`src/rtl/falafel_mem_arbiter.sv`:
```
// falafel_mem_arbiter: round-robin arbiter that shares one falafel memory port
// between NUM_REQ requesters. A tag FIFO remembers which requester issued each
// accepted request so the in-order memory responses can be steered back.
module falafel_mem_arbiter #(
  parameter int NUM_REQ         = 2,
  parameter int DATA_W          = 64,
  parameter int MAX_OUTSTANDING = 4
) (
  input  logic                             clk_i,
  input  logic                             rst_i,

  input  logic [NUM_REQ-1:0]               req_val_i,
  output logic [NUM_REQ-1:0]               req_rdy_o,
  input  logic [NUM_REQ-1:0]               req_is_write_i,
  input  logic [NUM_REQ-1:0]               req_is_cas_i,
  input  logic [NUM_REQ-1:0][DATA_W-1:0]   req_addr_i,
  input  logic [NUM_REQ-1:0][DATA_W-1:0]   req_data_i,
  input  logic [NUM_REQ-1:0][DATA_W-1:0]   req_cas_exp_i,

  output logic [NUM_REQ-1:0]               rsp_val_o,
  input  logic [NUM_REQ-1:0]               rsp_rdy_i,
  output logic [DATA_W-1:0]                rsp_data_o,

  output logic                             mem_req_val_o,
  input  logic                             mem_req_rdy_i,
  output logic                             mem_req_is_write_o,
  output logic                             mem_req_is_cas_o,
  output logic [DATA_W-1:0]                mem_req_addr_o,
  output logic [DATA_W-1:0]                mem_req_data_o,
  output logic [DATA_W-1:0]                mem_req_cas_exp_o,

  input  logic                             mem_resp_val_i,
  output logic                             mem_resp_rdy_o,
  input  logic [DATA_W-1:0]                mem_resp_data_i,

  output logic [$clog2(MAX_OUTSTANDING):0] outstanding_o
);

  localparam int TAG_W = (NUM_REQ > 1) ? $clog2(NUM_REQ) : 1;
  localparam int PTR_W = $clog2(MAX_OUTSTANDING);
  localparam int CNT_W = PTR_W + 1;

  typedef enum logic {
    LOCK_FREE,
    LOCK_HELD
  } lockState_t;

  // Registered state
  logic [TAG_W-1:0] prio_q, prio_d;
  lockState_t       lockState_q, lockState_d;
  logic [TAG_W-1:0] lockIdx_q, lockIdx_d;
  logic [TAG_W-1:0] tagMem_q [MAX_OUTSTANDING];
  logic [PTR_W-1:0] wrPtr_q, wrPtr_d;
  logic [PTR_W-1:0] rdPtr_q, rdPtr_d;
  logic [CNT_W-1:0] count_q, count_d;

  // Combinational helpers
  logic             grantAny;
  logic [TAG_W-1:0] grantIdx;
  logic             tagFull;
  logic             tagEmpty;
  logic             memReqVal;
  logic             accept;
  logic [TAG_W-1:0] head;
  logic             memRespRdy;
  logic             pop;

  // Requester index (base + off) wrapped into 0..NUM_REQ-1
  function automatic logic [TAG_W-1:0] wrapIdx(input logic [TAG_W-1:0] base, input int off);
    int s;
    s = int'(base) + off;
    if (s >= NUM_REQ) s = s - NUM_REQ;
    return TAG_W'(s);
  endfunction

  assign tagFull  = (count_q == CNT_W'(MAX_OUTSTANDING));
  assign tagEmpty = (count_q == '0);

  // Grant: locked requester wins, otherwise first valid requester from prio_q onward
  always_comb begin
    grantAny = 1'b0;
    grantIdx = '0;
    if (lockState_q == LOCK_HELD) begin
      grantAny = 1'b1;
      grantIdx = lockIdx_q;
    end else begin
      for (int i = 0; i < NUM_REQ; i++) begin
        if (!grantAny && req_val_i[wrapIdx(prio_q, i)]) begin
          grantAny = 1'b1;
          grantIdx = wrapIdx(prio_q, i);
        end
      end
    end
    if (rst_i) begin
      grantAny = 1'b0;
    end
  end

  assign memReqVal = grantAny && req_val_i[grantIdx] && !tagFull;
  assign accept    = memReqVal && mem_req_rdy_i;

  // Downstream request payload follows the grant and is zero with no grant
  always_comb begin
    mem_req_is_write_o = 1'b0;
    mem_req_is_cas_o   = 1'b0;
    mem_req_addr_o     = '0;
    mem_req_data_o     = '0;
    mem_req_cas_exp_o  = '0;
    if (grantAny) begin
      mem_req_is_write_o = req_is_write_i[grantIdx];
      mem_req_is_cas_o   = req_is_cas_i[grantIdx];
      mem_req_addr_o     = req_addr_i[grantIdx];
      mem_req_data_o     = req_data_i[grantIdx];
      mem_req_cas_exp_o  = req_cas_exp_i[grantIdx];
    end
  end

  assign mem_req_val_o = memReqVal;

  // Only the granted requester sees its request accepted
  always_comb begin
    req_rdy_o = '0;
    if (accept) begin
      req_rdy_o[grantIdx] = 1'b1;
    end
  end

  assign head = tagMem_q[rdPtr_q];

  // Route the memory response to the requester recorded at the FIFO head
  always_comb begin
    rsp_val_o  = '0;
    memRespRdy = 1'b0;
    if (!tagEmpty) begin
      rsp_val_o[head] = mem_resp_val_i;
      memRespRdy      = rsp_rdy_i[head];
    end
  end

  assign mem_resp_rdy_o = memRespRdy;
  assign rsp_data_o     = mem_resp_data_i;
  assign pop            = mem_resp_val_i && memRespRdy;
  assign outstanding_o  = count_q;

  // Next-state for priority pointer and grant lock; lock is frozen while tags are full
  always_comb begin
    prio_d      = prio_q;
    lockState_d = lockState_q;
    lockIdx_d   = lockIdx_q;
    if (accept) begin
      prio_d = wrapIdx(grantIdx, 1);
    end
    if (!tagFull) begin
      case (lockState_q)
        LOCK_FREE: begin
          if (memReqVal && !mem_req_rdy_i) begin
            lockState_d = LOCK_HELD;
            lockIdx_d   = grantIdx;
          end
        end
        LOCK_HELD: begin
          if (accept || !req_val_i[lockIdx_q]) begin
            lockState_d = LOCK_FREE;
          end
        end
        default: lockState_d = LOCK_FREE;
      endcase
    end
  end

  // Next-state for tag FIFO pointers and occupancy; push and pop may coincide
  always_comb begin
    wrPtr_d = wrPtr_q;
    rdPtr_d = rdPtr_q;
    count_d = count_q;
    if (accept) begin
      wrPtr_d = wrPtr_q + 1'b1;
    end
    if (pop) begin
      rdPtr_d = rdPtr_q + 1'b1;
    end
    case ({accept, pop})
      2'b10:   count_d = count_q + 1'b1;
      2'b01:   count_d = count_q - 1'b1;
      default: count_d = count_q;
    endcase
  end

  // Arbitration and FIFO control registers
  always_ff @(posedge clk_i or posedge rst_i) begin
    if (rst_i) begin
      prio_q      <= '0;
      lockState_q <= LOCK_FREE;
      lockIdx_q   <= '0;
      wrPtr_q     <= '0;
      rdPtr_q     <= '0;
      count_q     <= '0;
    end else begin
      prio_q      <= prio_d;
      lockState_q <= lockState_d;
      lockIdx_q   <= lockIdx_d;
      wrPtr_q     <= wrPtr_d;
      rdPtr_q     <= rdPtr_d;
      count_q     <= count_d;
    end
  end

  // Tag storage: record the granted requester on every accepted request
  always_ff @(posedge clk_i or posedge rst_i) begin
    if (rst_i) begin
      for (int i = 0; i < MAX_OUTSTANDING; i++) begin
        tagMem_q[i] <= '0;
      end
    end else if (accept) begin
      tagMem_q[wrPtr_q] <= grantIdx;
    end
  end

endmodule

```
`config.mk`:
```
export PLATFORM = sky130hd
export DESIGN_NAME = falafel_mem_arbiter
export DESIGN_NICKNAME = d
export VERILOG_FILES = /design/src/rtl/falafel_mem_arbiter.sv
export SDC_FILE = /design/constraint.sdc
export NUM_CORES = 1
export LEC_CHECK = 0
export ABC_AREA = 1
export BUFFER_PORTS_ARGS = -buffer_cell sky130_fd_sc_hd__buf_4
export CAP_MARGIN = 20
export CELL_PAD_IN_SITES_DETAIL_PLACEMENT = 1
export CELL_PAD_IN_SITES_GLOBAL_PLACEMENT = 2
export CORE_AREA = 2 2 285 287
export DETAILED_ROUTE_END_ITERATION = 12
export DIE_AREA = 0 0 287 289
export PLACE_DENSITY_LB_ADDON = 0.1
export SYNTH_ARGS = -nofsm -noshare
export SYNTH_HDL_FRONTEND = slang
export SYNTH_SLANG_ARGS = --single-unit
```
`constraint.sdc`:
```
create_clock -name clk_i -period 5 [get_ports clk_i]
set_clock_uncertainty 0.05 [all_clocks]
set_input_delay 0.75 -clock clk_i [delete_from_list [all_inputs] [get_ports clk_i]]
set_output_delay 0.75 -clock clk_i [all_outputs]
set_load 0.03 [all_outputs]
```
==> summary.md, run 1 <==
| Metric | Value |
|---|---|
| Outcome | `complete, no violations` |
| # rows | `104` |
| Max VDD drop | `0.211 mV` |
| Seq/Total Area, Yosys | `8.48%` |
| Required time of the critical path | `4200 ps` |
| Crit path time final | `3750 ps` |
| Critical Path Start Type | `input pin` |
| Total grt overflow | `0` |
| Final hold slack | `447 ps` |
| Post-DP HPWL | `32.8 mm` |
| Clock slew at reported path FFs | `50 ps` |
| Via count | `7281` |
| Area contributors post-synth | `nand2_1, a21oi_1, buf_4` |
| IO Pins | `727` |
| Netlist Area Pre-Place | `4130 um2` |
| Critical path class | `in2out` |
| CTS Root Buffer Type | `clkbuf_16` |
| DP Area | `9270 um2` |
| GRT Total Usage | `8.79%` |
| Net count of the mapped netlist | `1288` |
| F_max | `0.267 GHz` |
| Clock sinks | `14` |
| Post-Syn Area per Cell | `5.02 um2` |
| Final max-slew violation count | `0` |
| Layout cells sized above 1 | `47.4%` |
| Synth-to-layout area growth | `127%` |
| RR Startpoint | `lockState_q` |
| Die span in y | `289 um` |
| Yosys warns | `0` |
| Antenna-violating nets left | `0` |
| Antenna violations before repair | `1` |
| Drt via density | `3.07` |
| Synth unique cells | `22` |
| Post-route setup slack | `1250 ps` |
| Min-delay worst type | `reg2reg` |
| Cell Count, Final, Fillers Out | `2370` |
| Overall power | `3.15 mW` |
| Pin count of the biggest net entering global routing | `111` |
| # setup viols final | `0` |
| DR pass1 iterations | `4` |
| Detailed-route wire length | `40.0 mm` |
| Setup WS pre-CTS | `1160 ps` |
| Die area | `82900 um2` |
| Setup Fix Bufs, Post-CTS | `0` |
| Die span in x | `287 um` |
| # hold bufs at CTS | `0` |
| Residual DRC count | `0` |
| Resized cells post-CTS | `0` |
| RSZ-0062 raised after global routing | `false` |
| Longest Clk Path Bufs | `2` |
| Nets | `1776` |
| Vias in the first global route | `7672` |
| Drt wl/cell | `16.9 um` |
| Synth Instances | `822` |
| CTS tree | `done` |
| FF+latch count, synth | `14` |
| CP Max Fanout | `110` |
| Top cell type's share of synthesized area | `38.1%` |
| Port Buffers | `598` |
| Fin util | `11.7%` |
| Hold path startpoint | `tagMem_q[0]` |
| DRT iter0 DRCs | `194` |
| Core area | `79900 um2` |
| LEAKAGE | `4.69 nW` |
| Worst setup EP type | `output pin` |
| Num CTS Buffers | `3` |
| Initial Util | `5.17%` |
| Slew Limit Headroom | `42.0%` |
| Worst Tran Pin Value | `870 ps` |
| Pwr Density | `336 nW/um2` |
| First-pass GRT wire length | `54.5 mm` |
| Skew-Pair Late Insertion Delay | `250 ps` |
| Fill cell count | `9858` |
| Routability-driven placement congestion ratio | `0.723` |
| Htree depth | `1` |
| Multi-input gate area | `2860 um2` |
| Final Cycle Share | `75.0%` |
| Count of final hold-check violations | `0` |
| CP Launch Point | `rst_i` |
| Yosys top cell by area | `nand2_1` |
| Arrival @ worst endpoint | `2950 ps` |
| Inst Count DP | `2365` |
| Design area | `9360 um2` |
| Reg area | `350 um2` |
| Final setup TNS | `0 ps` |
| Max_cap viols | `0` |
==> area by class of cell <==
type | instances | area share, %
Tap cell | 1060 | 14.2
Sequential cell | 14 | 3.74
Multi-Input combinational cell | 660 | 30.5
Clock buffer | 4 | 0.949
Inverter | 19 | 0.816
Timing Repair Buffer | 612 | 49.8
Antenna cell | 1 | 0.0267
==> cell usage after synthesis <==
library cell / count
nand2_1: 419
a21oi_1: 199
buf_4: 68
buf_2: 30
inv_1: 17
clkbuf_1: 14
dfrtp_1: 14
buf_6: 12
nor2_1: 12
buf_1: 5
ha_1: 5
nand3_1: 5
o21ai_1: 5
nand4_1: 4
o21ai_0: 3
inv_2: 2
xnor2_1: 2
xor2_1: 2
fa_1: 1
nand3b_1: 1
nor3_1: 1
o211ai_1: 1
==> registers in the layout, summed over array words and instances (netlist names) <==
name / count
tagMem_q: 4
outstanding_o: 3
prio_q: 1
rdPtr_q: 2
lockIdx_q: 1
lockState_q: 1
wrPtr_q: 2
==> worst max-delay path, stage by stage <==
cell and delay [ps]:
buf_4 110, inv_1 40, buf_4 260, nand2_4 350
buf_12 320, a21oi_1 530, buf_4 240
==> power breakdown <==
group          switching [mW]  leakage, nW  internal, mW
Clock                  0.0585       0.0442         0.122
Sequential             0.0555        0.171         0.168
Combinational            1.80         4.47         0.945
==> cell usage in the layout (no fill, tap or decap) <==
cell / n
buf_12: 5
clkbuf_8: 1
o211ai_1: 1
nor2_1: 12
xnor2_1: 2
o21ai_0: 3
nand2_1: 417
ha_1: 5
inv_2: 1
inv_1: 17
fa_1: 1
xor2_1: 2
a21oi_1: 199
dfrtp_1: 14
nand2_4: 2
buf_4: 607
nor3_1: 1
nand3b_1: 1
diode_2: 1
nand4_1: 4
clkbuf_16: 3
inv_6: 1
o21ai_1: 5
nand3_1: 5
==> per-layer routing <==
layer	vias up	share of wire (%)	GRT usage (%)
li1	3528	-	-
met2	337	54	17.2
met5	-	0	0
met3	34	9.0	2.91
met4	0	1.0	1.16
met1	3382	36	9.21
==> path summary, 6_finish.rpt <==
path	endpoint	slack, ps	depth (start not counted)
setup / recovery	mem_req_cas_exp_o[43]	1250	7
hold / removal	tagMem_q[0]	450	2
setup reg to reg	outstanding_o[2]	2040	11
hold reg to reg	tagMem_q[0]	450	2
max in group asynchronous	lockState_q	4210	3
min in group asynchronous	outstanding_o[1]	480	3
==> kinds of logic (layout without fill, tap and decap cells) <==
family,count (synthesis),after routing,share of synthesized area [%]
and+or+nand+nor,442,442,40.7
AOI/OAI and AO/OA,208,208,25.3
buffers and inverters,148,635,22.7
DFF,14,14,8.48
adders and majority gates,6,6,2.00
xor gates and xnor gates,4,4,0.848
other,0,1,0
Power figures use the tool's default switching activity.
==> inputs of run 2 (changes only) <==
--- a/config.mk
+++ b/config.mk
@@ -5,14 +5,14 @@
 export SDC_FILE = /design/constraint.sdc
 export NUM_CORES = 1
 export LEC_CHECK = 0
-export ABC_AREA = 1
+export ABC_AREA = 0
 export BUFFER_PORTS_ARGS = -buffer_cell sky130_fd_sc_hd__buf_4
 export CAP_MARGIN = 20
 export CELL_PAD_IN_SITES_DETAIL_PLACEMENT = 1
 export CELL_PAD_IN_SITES_GLOBAL_PLACEMENT = 2
-export CORE_AREA = 2 2 285 287
+export CORE_AREA = 2 2 282 284
 export DETAILED_ROUTE_END_ITERATION = 12
-export DIE_AREA = 0 0 287 289
+export DIE_AREA = 0 0 284 286
 export PLACE_DENSITY_LB_ADDON = 0.1
 export SYNTH_ARGS = -nofsm -noshare
 export SYNTH_HDL_FRONTEND = slang
==> constraint.sdc (replaced) <==
create_clock -name clk_i -period 3 [get_ports clk_i]
set_clock_uncertainty 0.05 [all_clocks]
set_input_delay 0.45 -clock clk_i [delete_from_list [all_inputs] [get_ports clk_i]]
set_output_delay 0.45 -clock clk_i [all_outputs]
set_load 0.03 [all_outputs]
==> run 2 against run 1 <==
Effect of this change:
- clock power increased by 40%
- worst setup slack got worse by 1000 ps
- synthesized cell count decreased by 4.3%
- largest power group unchanged
- via count decreased by 1.5%
- non-clock buffer count increased by 12
- die area decreased by 2.1%
- routed wire length decreased by 1.5%
- register-to-register slack got worse by 1600 ps
- combinational power increased by 110%
- clock-buffer cell count decreased by 1
- highest routed layer is now met5
- design area increased by 1.4%
==> summary.md, run 2 <==
| Metric | Value |
|---|---|
| Outcome | `complete, no violations (unchanged)` |
| Post-DP HPWL | `32.7 mm (was 32.8 mm)` |
| Nets | `1752 (was 1776)` |
| M1 wire length | `13.4 mm (was 14.2 mm)` |
| Leading cell types by count after synthesis | `nand2_1, a21oi_1, buf_4 (unchanged)` |
| CTS Root Buffer Type | `clkbuf_16 (unchanged)` |
| Area contributors post-synth | `nand2_1, a21oi_1, buf_4 (unchanged)` |
| Longest Clk Path Bufs | `2 (unchanged)` |
| Die span in y | `286 um (was 289 um)` |
| Final max-slew violation count | `0 (unchanged)` |
| Total grt overflow | `0 (unchanged)` |
| DR pass1 iterations | `4 (unchanged)` |
| Initial Util | `5.18% (was 5.17%)` |
| Seq/Total Area, Yosys | `8.64% (was 8.48%)` |
| Synth-to-layout area growth | `134% (was 127%)` |
| Top cell type's share of synthesized area | `36.2% (was 38.1%)` |
| Met3 WL | `4.10 mm (was 3.60 mm)` |
| Pin count of the biggest net entering global routing | `94 (was 111)` |
| Die area | `81200 um2 (was 82900 um2)` |
| Clock sinks | `14 (unchanged)` |
| F_max | `0.363 GHz` |
| Routability-driven placement congestion ratio | `0.791 (was 0.723)` |
| GRT Total Usage | `9.03% (was 8.79%)` |
| Via count | `7175 (was 7281)` |
| Main flop type after synthesis | `dfrtp_1 (unchanged)` |
| Drt wl/cell | `16.9 um (about the same)` |
| Asr flop ratio synth | `100% (unchanged)` |
| Critical Path Start Type | `flip-flop (was input pin)` |
| Netlist Area Pre-Place | `4060 um2 (was 4130 um2)` |
| Antenna-violating nets left | `0 (unchanged)` |
| Switching share of total power | `59.9% (was 60.7%)` |
| Die span in x | `284 um (was 287 um)` |
| # hold bufs at CTS | `0 (unchanged)` |
| Setup slack, reg-to-reg | `480 ps (was 2040 ps)` |
| Vias in the first global route | `7788 (was 7672)` |
| Resized cells post-CTS | `0 (unchanged)` |
| Layout cells sized above 1 | `49.5% (was 47.4%)` |
| Most frequent cells in the layout | `buf_4, nand2_1, a21oi_1 (unchanged)` |
| Final hold slack | `264 ps (was 447 ps)` |
| Inst Count DP | `2331 (was 2365)` |
| Yosys top cell by area | `nand2_1 (unchanged)` |
| Max VDD drop | `0.317 mV (was 0.211 mV)` |
| Yosys warns | `0 (unchanged)` |
| Port Buffers | `598 (unchanged)` |
| Setup WS pre-CTS | `335 ps (was 1160 ps)` |
| NetSw | `3.77 mW (was 1.91 mW)` |
| # setup viols final | `0 (unchanged)` |
| WL met2 | `21.2 mm (was 21.7 mm)` |
| Synth unique cells | `33 (was 22)` |
| Critical path class | `reg2out (was in2out)` |
| Clock power share | `4.0% (was 5.7%)` |
| Antenna violations before repair | `4 (was 1)` |
| Drt via density | `3.07 (about the same)` |
| Count of final hold-check violations | `0 (unchanged)` |
| Cell Count, Final, Fillers Out | `2335 (was 2370)` |
| Worst Tran Pin Value | `690 ps (was 870 ps)` |
| Required time of the critical path | `2500 ps (was 4200 ps)` |
| Detailed-route wire length | `39.4 mm (was 40.0 mm)` |
| Sequential power share | `6.2% (was 7.1%)` |
| Core area | `78400 um2 (was 79900 um2)` |
| Residual DRC count | `0 (unchanged)` |
| CP Max Fanout | `59 (was 110)` |
| Largest register by flop count | `tagMem_q (unchanged)` |
| Min-delay worst type | `in2async (was reg2reg)` |
| Synth Instances | `787 (was 822)` |
| Clock slew at reported path FFs | `50 ps (about the same)` |
| Crit path time final | `2750 ps` |
| Final Cycle Share | `91.7%` |
| LEAKAGE | `4.68 nW (was 4.69 nW)` |
| Max_cap viols | `0 (unchanged)` |
| Post-Syn Area per Cell | `5.15 um2 (was 5.02 um2)` |
| Setup Fix Bufs, Post-CTS | `0 (unchanged)` |
| Combinational cell fraction of total power | `89.8% (was 87.2%)` |
| Pwr Density | `662 nW/um2 (was 336 nW/um2)` |
| DRT iter0 DRCs | `125 (was 194)` |
| Net count of the mapped netlist | `1253 (was 1288)` |
| CTS tree | `done (unchanged)` |
| Pint | `2.52 mW (was 1.24 mW)` |
| Most common cell in the synthesized netlist | `nand2_1 (unchanged)` |
| Post-route setup slack | `249 ps (was 1250 ps)` |
| Htree depth | `1 (unchanged)` |
| Arrival @ worst endpoint | `2250 ps (was 2950 ps)` |
| Num CTS Buffers | `3 (unchanged)` |
| Slew Limit Headroom | `53.9% (was 42.0%)` |
| First-pass GRT wire length | `55.1 mm (was 54.5 mm)` |
| Largest register FFs | `4 (unchanged)` |
| IO Pins | `727 (unchanged)` |
| Final setup TNS | `0 ps (unchanged)` |
| Number of synthesized flops with an enable pin | `0 (unchanged)` |
| # rows | `103 (was 104)` |
| Skew-Pair Late Insertion Delay | `240 ps (was 250 ps)` |
| RSZ-0062 raised after global routing | `false (unchanged)` |
| Worst setup EP type | `output pin (unchanged)` |
| FF+latch count, synth | `14 (unchanged)` |
| Top sig layer | `met5 (was met4)` |
| Commonest non-fill, non-tap cell in the layout | `buf_4 (unchanged)` |
run 2: logic make-up (layout without fill, tap and decap cells):
group | Yosys count | after routing | synth area share, %
other cells | 0 | 1 | 0
simple gates | 405 | 405 | 38.0
fa+ha+maj | 6 | 6 | 2.04
flops | 14 | 14 | 8.64
xor+xnor | 6 | 6 | 1.30
mux | 6 | 6 | 1.85
compound gates | 211 | 211 | 27.7
buf+inv | 139 | 636 | 20.5
run 2: path summary, 6_finish.rpt:
kind                             start                    end  depth (start not counted)
max reg2reg                 rdPtr_q[0]       outstanding_o[2]                          9
min in group clk_i          rdPtr_q[1]             rdPtr_q[1]                          1
max in group asynchronous        rst_i            tagMem_q[3]                          3
max                        lockState_q  mem_req_cas_exp_o[35]                          7
min reg2reg                 rdPtr_q[1]             rdPtr_q[1]                          1
min                              rst_i            lockState_q                          3
run 2: cell type report:
class                   instances  area, um2
multi-input cells             634       2880
diodes                          1       2.50
clock buffers                   3       75.1
flip-flops and latches         14        350
inverters                       9       33.8
well taps                    1050       1310
fillers                      9707      68900
repair buffers                624       4830
run 2: power by group through the flow:
stage	logic, mW	clock network [mW]	registers, mW
finish	5.65	0.252	0.391
global route	6.23	0.272	0.415
CTS	5.89	0.264	0.395
detailed placement	5.87	0	0.396
global placement	5.92	0	0.395
floorplan	3.41	0	0.390
run 2: worst max-delay path, stage by stage, from the launching register on:
cell and delay (ps):
dfrtp_1 530, nand2_1 210, o31a_2 250, buf_12 260, buf_4 270, nand2_1 70
a21oi_1 150, buf_4 180
run 2: routing by layer:
layer  track usage [%]  vias up
met3              3.88       40
met5                 0        -
met1              8.85     3318
met4              1.45        6
met2              17.7      353
li1                  -     3458
run 2: per-stage QoR:
stage / utilization (%) / total power [mW] / instance area (um2)
finish: 12.1 / 6.29 / 9490
global route: 12.1 / 6.91 / 9490
CTS: 12.1 / 6.54 / 9490
detailed placement: 12.0 / 6.27 / 9420
global placement: 12.0 / 6.32 / 9420
floorplan: - / 3.80 / 4060
==> inputs of run 3 (changes only) <==
--- a/config.mk
+++ b/config.mk
@@ -11,6 +11,7 @@
 export CELL_PAD_IN_SITES_DETAIL_PLACEMENT = 1
 export CELL_PAD_IN_SITES_GLOBAL_PLACEMENT = 2
 export CORE_AREA = 2 2 282 284
+export CTS_BUF_LIST = sky130_fd_sc_hd__clkbuf_8
 export DETAILED_ROUTE_END_ITERATION = 12
 export DIE_AREA = 0 0 284 286
 export PLACE_DENSITY_LB_ADDON = 0.1
==> run 3 against run 2 <==
Effect of this change:
- utilization hardly changed
- maximum frequency is 0.26% lower
- combinational power hardly changed
- via count is 0.20% lower
- routed wire length hardly changed
- register-to-register slack hardly changed
- die area stayed put
- first-iteration DRC count is 7.2% lower
==> summary.md, run 3 (synthesized netlist as in run 2, its figures left out) <==
| Metric | Value |
|---|---|
| Htree depth | `1 (unchanged)` |
| Met3 WL | `4.09 mm (was 4.10 mm)` |
| Final setup TNS | `0 ps (unchanged)` |
| Layout cells sized above 1 | `49.5% (unchanged)` |
| Cell Count, Final, Fillers Out | `2335 (unchanged)` |
| Antenna-violating nets left | `0 (unchanged)` |
| Fill cell count | `9710 (was 9707)` |
| DRT iter0 DRCs | `116 (was 125)` |
| Clock sinks | `14 (unchanged)` |
| Drt wl/cell | `16.9 um (about the same)` |
| Critical path class | `reg2out (unchanged)` |
| Top sig layer | `met5 (unchanged)` |
| # setup viols final | `0 (unchanged)` |
| Core area | `78400 um2 (unchanged)` |
| Overall power | `6.19 mW (was 6.29 mW)` |
| DP Area | `9420 um2 (unchanged)` |
| First-pass GRT wire length | `55.1 mm (about the same)` |
| CTS Root Buffer Type | `clkbuf_8 (was clkbuf_16)` |
| Resized cells post-CTS | `0 (unchanged)` |
| Slew Limit Headroom | `53.9% (unchanged)` |
| Port Buffers | `598 (unchanged)` |
| Pwr Density | `655 nW/um2 (was 662 nW/um2)` |
| Required time of the critical path | `2500 ps (about the same)` |
| # hold bufs at CTS | `0 (unchanged)` |
| Skew-Pair Late Insertion Delay | `240 ps (about the same)` |
| RR Startpoint | `rdPtr_q[0] (unchanged)` |
| Max_cap viols | `0 (unchanged)` |
| Largest register by flop count | `tagMem_q (unchanged)` |
| Setup slack, reg-to-reg | `480 ps (about the same)` |
| RSZ-0062 raised after global routing | `false (unchanged)` |
| Most frequent cells in the layout | `buf_4, nand2_1, a21oi_1 (unchanged)` |
| Pin count of the biggest net entering global routing | `94 (unchanged)` |
| Worst R2R End | `outstanding_o[2] (unchanged)` |
| Clock slew at reported path FFs | `60 ps (was 50 ps)` |
| Critical Path Start Type | `flip-flop (unchanged)` |
| Arrival @ worst endpoint | `2260 ps (was 2250 ps)` |
| LEAKAGE | `4.66 nW (was 4.68 nW)` |
| CP Max Fanout | `59 (unchanged)` |
| Worst setup EP type | `output pin (unchanged)` |
| Residual DRC count | `0 (unchanged)` |
| Detailed-route wire length | `39.4 mm (about the same)` |
| Final Cycle Share | `91.9% (was 91.7%)` |
| Final max-slew violation count | `0 (unchanged)` |
| Max VDD drop | `0.317 mV (about the same)` |
| M1 wire length | `13.4 mm (about the same)` |
| Longest Clk Path Bufs | `2 (unchanged)` |
| WL met2 | `21.2 mm (about the same)` |
| Outcome | `complete, no violations (unchanged)` |
| Final hold slack | `259 ps (was 264 ps)` |
| F_max | `0.363 GHz (about the same)` |
| Vias in the first global route | `7795 (was 7788)` |
| Nets | `1752 (unchanged)` |
| Antenna violations before repair | `4 (unchanged)` |
| Drt via density | `3.07 (about the same)` |
| IO Pins | `727 (unchanged)` |
| Reg2reg path depth | `9 (unchanged)` |
| # rows | `103 (unchanged)` |
| Post-DP HPWL | `32.7 mm (unchanged)` |
| Via count | `7161 (was 7175)` |
| Die area | `81200 um2 (unchanged)` |
| Setup Fix Bufs, Post-CTS | `0 (unchanged)` |
| CTS tree | `done (unchanged)` |
| Num CTS Buffers | `3 (unchanged)` |
| Crit path time final | `2760 ps (was 2750 ps)` |
| DR pass1 iterations | `4 (unchanged)` |
| Total grt overflow | `0 (unchanged)` |
| Inst Count DP | `2331 (unchanged)` |
| Synth-to-layout area growth | `133% (was 134%)` |
| Largest register FFs | `4 (unchanged)` |
| Die span in y | `286 um (unchanged)` |
| Design area | `9460 um2 (was 9490 um2)` |
| Die span in x | `284 um (unchanged)` |
| Count of final hold-check violations | `0 (unchanged)` |
| Worst Tran Pin Value | `690 ps (unchanged)` |
| Commonest non-fill, non-tap cell in the layout | `buf_4 (unchanged)` |
| Initial Util | `5.18% (unchanged)` |
| GRT Total Usage | `9.02% (was 9.03%)` |
| Min-delay worst type | `in2async (unchanged)` |
| Routability-driven placement congestion ratio | `0.791 (unchanged)` |
run 3: how the worst max path moves through the flow:
| stage | start | end | slack, ps |
|---|---|---|---|
| floorplan | outstanding_o[2] | outstanding_o[2] | 460 |
| global placement | req_val_i[0] | mem_req_addr_o[32] | 350 |
| detailed placement | req_val_i[0] | mem_req_addr_o[32] | 340 |
| CTS | lockState_q | mem_req_addr_o[50] | 200 |
| global route | lockState_q | mem_req_cas_exp_o[35] | 30 |
| finish | lockState_q | mem_req_cas_exp_o[35] | 240 |
run 3: metal layers:
layer | vias up | GRT usage (%)
met5 | - | 0
met4 | 6 | 1.41
met3 | 40 | 3.88
met2 | 351 | 17.7
met1 | 3308 | 8.83
li1 | 3456 | -
run 3: power by group:
group	leakage (nW)	switching (mW)	internal (mW)
Sequential	0.165	0.102	0.287
Combinational	4.48	3.59	2.06
Clock	0.0216	0.0684	0.0888
Total	4.66	3.76	2.43
run 3: layout make-up:
cell class,count,area (um2),share of cell area [%]
Antenna cell,1,2.50,0.0265
Clock buffer,3,41.3,0.437
Inverter,9,33.8,0.357
Multi-Input combinational cell,634,2880,30.5
Sequential cell,14,350,3.70
Tap cell,1050,1310,13.9
Timing Repair Buffer,624,4830,51.1
run 3: through the flow:
stage | utilization [%] | worst slack (ps)
floorplan | - | 456
global placement | 12.0 | 347
detailed placement | 12.0 | 335
CTS | 12.1 | 195
global route | 12.1 | 29.3
finish | 12.1 | 242
run 3: worst max-delay path, stage by stage, from the launching register on:
cell	delay (ps)
dfrtp_1	540
nand2_1	210
o31a_2	250
buf_12	260
buf_4	270
nand2_1	70
a21oi_1	150
buf_4	180
